### src/rtl/instr_fetch.sv
// Instruction fetch: IDLE/RUN/DONE sequencer, PC update with LUT-driven jumps and cmp flags.
// Optional macro FETCH_STALL_EN adds a Stall input that freezes PC, flags and state in RUN.
module instr_fetch #(
    parameter int PCW  = 10,
    parameter int LUTW = 5
) (
    input  logic            Clk,
    input  logic            Reset_n,
    input  logic            Start,
    input  logic            Halt,
    input  logic            UncdJmp,
    input  logic            JType,
    input  logic [1:0]      JSel,
    input  logic [LUTW-1:0] TargetIdx,
    input  logic            CmpValid,
    input  logic            CmpEq,
    input  logic            CmpLt,
    input  logic            LutWrEn,
    input  logic [LUTW-1:0] LutAddr,
    input  logic [PCW-1:0]  LutData,
`ifdef FETCH_STALL_EN
    input  logic            Stall,
`endif
    output logic [PCW-1:0]  PC,
    output logic            Running,
    output logic            Done,
    output logic            Taken
);

    localparam int DEPTH = 1 << LUTW;

    typedef enum logic [1:0] {S_IDLE, S_RUN, S_DONE} state_e;

    state_e         state_q;
    logic [PCW-1:0] pc_q;
    logic           feq_q, flt_q;
    logic           running_q, done_q;
    logic [PCW-1:0] lut_q [DEPTH];

    logic           stall_w;
    logic           cond_w;
    logic           taken_w;
    logic [PCW-1:0] pc_inc_w;

`ifdef FETCH_STALL_EN
    assign stall_w = Stall;
`else
    assign stall_w = 1'b0;
`endif

    always_comb begin
        cond_w = 1'b0;
        case (JSel)
            2'b00: cond_w = feq_q;
            2'b01: cond_w = ~feq_q;
            2'b10: cond_w = flt_q;
            2'b11: cond_w = ~flt_q;
            default: cond_w = 1'b0;
        endcase
    end

    // Flags and LUT are read from their registers, so a same-cycle cmp or LUT write is not visible yet.
    assign taken_w  = (state_q == S_RUN) & ~stall_w & (UncdJmp | (JType & cond_w));
    assign pc_inc_w = pc_q + {{(PCW-1){1'b0}}, 1'b1};

    always_ff @(posedge Clk or negedge Reset_n) begin
        if (!Reset_n) begin
            state_q   <= S_IDLE;
            pc_q      <= '0;
            feq_q     <= 1'b0;
            flt_q     <= 1'b0;
            running_q <= 1'b0;
            done_q    <= 1'b0;
        end else begin
            case (state_q)
                S_IDLE, S_DONE: begin
                    if (Start) begin
                        state_q   <= S_RUN;
                        pc_q      <= '0;
                        running_q <= 1'b1;
                        done_q    <= 1'b0;
                    end
                end
                S_RUN: begin
                    if (!stall_w) begin
                        if (CmpValid) begin
                            feq_q <= CmpEq;
                            flt_q <= CmpLt;
                        end
                        // Halt beats any jump: PC stays on the halting instruction.
                        if (Halt) begin
                            state_q   <= S_DONE;
                            running_q <= 1'b0;
                            done_q    <= 1'b1;
                        end else begin
                            pc_q <= taken_w ? lut_q[TargetIdx] : pc_inc_w;
                        end
                    end
                end
                default: begin
                    state_q   <= S_IDLE;
                    running_q <= 1'b0;
                    done_q    <= 1'b0;
                end
            endcase
        end
    end

    always_ff @(posedge Clk or negedge Reset_n) begin
        if (!Reset_n) begin
            for (int i = 0; i < DEPTH; i++) lut_q[i] <= '0;
        end else if (LutWrEn) begin
            lut_q[LutAddr] <= LutData;
        end
    end

    assign PC      = pc_q;
    assign Running = running_q;
    assign Done    = done_q;
    assign Taken   = taken_w;

endmodule

### config.mk
export PLATFORM = sky130hd
export DESIGN_NAME = instr_fetch
export DESIGN_NICKNAME = d
export VERILOG_FILES = /design/src/rtl/instr_fetch.sv
export SDC_FILE = /design/constraint.sdc
export NUM_CORES = 1
export LEC_CHECK = 0
export CAP_MARGIN = 40
export CORE_MARGIN = 2
export CORE_UTILIZATION = 30
export DETAILED_ROUTE_END_ITERATION = 7
export HOLD_SLACK_MARGIN = 0.12
export PLACE_DENSITY = 0.5
export SLEW_MARGIN = 25
export SYNTH_ARGS = -nofsm -noshare
export SYNTH_HDL_FRONTEND = slang
export SYNTH_SLANG_ARGS = --single-unit
### constraint.sdc
create_clock -name Clk -period 2.7 [get_ports Clk]
set_clock_uncertainty 0.1 [all_clocks]
set_input_delay 0.405 -clock Clk [delete_from_list [all_inputs] [get_ports Clk]]
set_output_delay 0.405 -clock Clk [all_outputs]
set_load 0.02 [all_outputs]
; After elaboration in Yosys (flattened, before gate mapping)
; Cells that the tools add are included.
[totals]
word_cells = 85
output_inout_bits = 13
ff_bits = 336
inputBits = 32
[classes]
n_eq_ne = 8
mux = 20
reduce_logical = 8
magnitude_cmp = 3
addsub = 1
n_bitwise = 7
[op_table]
columns = operator, count
row1 = bitwise mux 320 bit, 1
row2 = 2-to-1 mux 10 bit, 6
row3 = binary-select mux 10 bit (select 5 bit), 1
row4 = demux 10 bit (select 5 bit), 1
row5 = case mux 10 bit (2 select lines), 1
row6 = greater-or-equal comparator 6 bit (second input constant), 2
row7 = NOT 5 -> 6 bit, 2
row8 = adder 10 x 1 -> 10 bit (second input constant), 1
row9 = == test 2 bit (second input constant), 3
row10 = < comparator 6 x 1 -> 1 bit (second input constant), 1
row11 = != test 2 bit (second input constant), 3
row12 = == test 2 x 1 -> 1 bit (second input constant), 2
row13 = logical NOT 2 bit, 2
row14 = 2-to-1 mux 1 bit, 4
row15 = 2-to-1 mux 2 bit, 2
row16 = case mux 1 bit (2 select lines), 2
row17 = case mux 1 bit (4 select lines), 1
row18 = case mux 2 bit (2 select lines), 1
row19 = AND reduction 2 bit, 2
row20 = AND reduction 3 bit, 1
row21 = AND 1 bit, 2
row22 = NOT 1 bit, 2
row23 = nonzero test 2 bit, 1
row24 = OR reduction 2 bit, 1
row25 = 2 further kinds, 2

; Longest topological paths before layout
[logic_depth]
word_depth = 8
depth_mapped = 8
mapped_depth_nobuf = 6

; Least setup slack after synthesis
; Ideal clock, no wire load.
[synth_timing]
path_kind = input -> register
from = input TargetIdx[0]
to = register pc_q[0] (netlist: PC[0])
arrival_time_ns = 1.857
t_required_ns = 2.480
path_stages = 7
setup_slack_ns = 0.624
n_path_buf = 3
setup_ns = 0.120
cell_sequence = buf_6 > buf_6 > buf_6 > mux4_2 > a22oi_1 > nand3_1 > a31o_1
[synth_between]
elab_chain_cells = 7
[synth_lines]
columns = item, line
row1 = start: declaration, 14  ; input logic [LUTW-1:0] TargetIdx,
row2 = NOT 5 -> 6 bit (not written as such), 96  ; pc_q <= taken_w ? lut_q[TargetIdx] : pc_inc_w;
row3 = binary-select mux 10 bit (select 5 bit), 96
row4 = 2-to-1 mux 10 bit (not written as such) (2 in series), 96
row5 = 2-to-1 mux 10 bit, 96
row6 = 2-to-1 mux 10 bit, 91  ; if (Halt) begin
row7 = case mux 10 bit (2 select lines), 75  ; case (state_q)
row8 = end signal: assignment, 96
row9 = end: declaration, 35  ; logic [PCW-1:0] pc_q;
; No other way between the ends. The select of a mux whose other input is x is not followed.
; A chain may end at the register's enable or synchronous reset.

; Worst setup path in the final report
[layout_timing]
from = input JSel[1]
to = output Taken
[layout_between]
elab_chain_cells = 5
word_cells_on_any_way = 8
classes_between = eq/ne (3) / mux (1) / bitwise (3) / reduce/logical (1)
[layout_lines]
columns = item, line
row1 = start: declaration, 13  ; input logic [1:0] JSel,
row2 = "== test 2 bit, or another cell as far along", 53  ; case (JSel)
row3 = case mux 1 bit (4 select lines) *, 53
row4 = AND 1 bit *, 63  ; assign taken_w = (state_q == S_RUN) & ~stall_w & (UncdJmp | (JType & cond_w));
row5 = bitwise OR 1 bit *, 63
row6 = AND 1 bit *, 63
row7 = end: declaration, 27  ; output logic Taken
; Mark *: on every way between the ends. The rest lies on a longest branch, timed or not.

==> metrics.md <==
| Metric | Value |
|---|---|
| Commonest cells after routing, fill and taps aside | 335 x dfrtp_1, 322 x mux2_2, 77 x buf_4, 61 x mux4_2, 41 x clkbuf_16 |
| WS Path Type | in -> out |
| Worst ir drop on vdd | 0.322 mV |
| Register share of total power | 45.3% |
| Synth Instances | 1036 |
| Crit path time final | 2.51 ns |
| Sink Count | 335 |
| Die Y | 232 µm |
| Worst-path clk slew | 0.06 ns |
| Area leader, netlist | dfrtp_1 |
| RSZ-0062 raised after global routing | false |
| P_int | 10.8 mW |
| Placed Cells | 1788 |
| DRC | 0 |
| 1st-pass router iterations | 4 |
| Vias in the first global route | 9923 |
| Syn avg cell area | 15.0 µm² |
| Status | completed |
| Worst path top cell family by delay | buffers and inverters |
| Clock network fraction of total power | 37.3% |
| Global route overflow | 0 |
| Pins Over Slew Limit | 0 |
| N_diodes | 0 |
| Layout area overhead | 20.3% |
| Ys flop type | dfrtp_1 |
| Asr flop ratio synth | 100% |
| Pin slew with the least headroom to its limit | 0.606 ns |
| CP Capture Type | primary output |
| Initial antenna violation count | 0 |
| Most common cell after layout, fill and taps aside | dfrtp_1 |
| Inserted Clock Buffers | 38 |
| Die area | 53700 µm² |
| DR iter-0 viols | 462 |
| Worst slew margin | 59.6% |
| Max Root-Sink Buffers | 3 |
| Max-cap violations | 0 |
| Via-per-instance ratio | 5.01 |
| Via count | 9304 |
| # nets final | 1182 |
| Syn_nets | 1069 |
| H-tree depth | 2 |
| Max incr delay on CP | 0.47 ns |
| Largest net degree at the start of global routing | 73 |
| Setup tns final | 0 ns |
| Setup-failing EPs final | 0 |
| Tot GR Track Use | 15.5% |
| Switching Fraction | 25.2% |
| Synth Warn # | 0 |
| CP Buf/Inv Count | 2 |
| Layout Cells excl Fill | 1858 |
| DRT antenna net count | 0 |
| Yosys cell types | 53 |
| Fin. Hold Viols | 0 |
| DIE WIDTH | 232 µm |
| Comb power frac | 17.4% |
| Worst hold path type | in -> async |
| First-pass GRT wire length | 62900 µm |
| Total wire length | 40200 µm |
| DR WL/cell | 21.7 µm |
| Number of synthesized flops with an enable pin | 0 |
| Pwr Density | 768 nW/µm² |
| Routability cong. | 0.816 |
| Mapped cell area | 15600 µm² |
| Skew-Pair Late Insertion Delay | 0.53 ns |
| PortBufs | 44 |
| Num ports | 45 |
| Root buffer cell | clkbuf_16 |
| Seq/Total Area, Yosys | 53.9% |
| Share of cells above drive strength 1 | 47.6% |
| Lkg Pwr | 8.22 nW |
| Final period utilization | 93.0% |
| Req. time, crit path | 2.19 ns |
| CP cell instances | clkdlybuf4s50_1, mux2i_1, mux2_2, nor2_1, nor2b_1, dlygate4sd2_1 |
| Top cells by area, synth | dfrtp_1 54%, mux2_2 23%, mux4_2 8.8% |
| Net switching power figure | 3.63 mW |
| WP data arrival | 2.01 ns |
| CTS tree | built |
| Setup bufs post-CTS | 0 |
| Worst Path Max Fanout | 2 |
| Core footprint | 51300 µm² |
| Rows | 83 |
| Slowest-stage cell, CP | clkdlybuf4s50_1 |
| Initial core utilization | 30.3% |
| Register bit count reported by yosys | 335 |
| Share of the synthesized area in the top cell type | 53.9% |
| F_max | 398 MHz |
| Final HPWL DP | 26700 µm |
| Startpoint Class | input pin |
-- area by class of cell --
type / instances / area, µm²
clock buffer: 58 / 1170
sequential: 335 / 8380
tap: 680 / 851
clock inverter: 11 / 130
fill: 4972 / 32600
multi-input combinational: 633 / 6830
timing repair buffer: 137 / 1350
inverter: 4 / 15.0
-- stage by stage --
stage | hold slack (ns) | power [mW] | worst slack, ns | instance area [µm²] | utilization (%)
after floorplan | 0.00941 | 8.18 | 0.624 | 15600 | -
after global placement | 0.342 | 9.07 | -0.0724 | 17400 | 33.9
after detailed placement | 0.343 | 9.15 | -0.0337 | 17400 | 33.9
after CTS | 0.377 | 14.6 | 0.173 | 18700 | 36.5
after global routing | 0.388 | 15.1 | 0.0712 | 18700 | 36.5
final | 0.379 | 14.4 | 0.189 | 18700 | 36.5
-- state kept, by name (all words and copies together) (netlist names) --
name	count
lut_q	320
flt_q	1
feq_q	1
Running	1
PC	10
state_q	2
-- logic make-up (layout without fill, tap and decap cells) --
kind of cell | Yosys count | count (layout) | synth area share, %
adders and majority gates | 1 | 1 | 0.0804
muxes | 425 | 425 | 36.0
AOI/OAI and AO/OA | 68 | 68 | 2.97
xor gates and xnor gates | 1 | 1 | 0.0563
buffers and inverters | 68 | 210 | 2.28
and+or+nand+nor | 138 | 138 | 4.76
DFF | 335 | 335 | 53.9
-- synth_stat cells, types with 9 or more instances --
cell type,n
nand2_1,39
nor2_1,12
a22oi_1,12
mux2_2,322
nor2_2,15
mux4_1,11
nor2b_1,13
clkbuf_1,42
buf_2,9
o21ai_0,12
nand3_1,18
mux2i_1,29
o22ai_1,15
dfrtp_1,335
mux4_2,61
-- power groups by stage --
| stage | sequential, mW | combinational, mW | clock (mW) |
|---|---|---|---|
| 2_1_floorplan | 6.49 | 1.69 | 0 |
| 3_3_place_gp | 6.57 | 2.49 | 0 |
| 3_5_place_dp | 6.61 | 2.54 | 0 |
| 4_1_cts | 6.52 | 2.55 | 5.49 |
| 5_1_grt | 6.65 | 2.71 | 5.73 |
| 6_report | 6.52 | 2.50 | 5.36 |
-- final timing paths --
path	from	end	slack, ns	depth (start not counted)
max reg2reg	state_q[1]	PC[6]	0.72	4
max in group asynchronous	Reset_n	lut_q[35]	1.29	3
min	Reset_n	lut_q[304]	0.38	2
min in group Clk	lut_q[194]	lut_q[194]	0.39	1
max	JSel[1]	Taken	0.19	6
min reg2reg	lut_q[194]	lut_q[194]	0.39	1
-- worst reg2reg max path, cell delays in order (launching register included) --
cell,delay [ns]
dfrtp_1,0.41
or3b_2,0.54
o21a_1,0.28
a21o_1,0.25
a221o_1,0.30
-- metal layers --
layer  up-vias  share of wire [%]  routed length, µm  global-route usage [%]
met3        50                4.1               1650                    2.59
met5         -                  0                  0                       0
li1       4133                  -                  -                       -
met1      4980                 48              19500                    22.4
met4         0                1.7                680                    3.73
met2       141                 46              18400                    24.1
-- what timing repair did --
item,in CTS,in global routing
gates resized for setup,1,0
setup endpoints to repair,1,0
hold endpoints to repair,66,0
hold buffers,1,0
(Power assumes the default switching activity.)
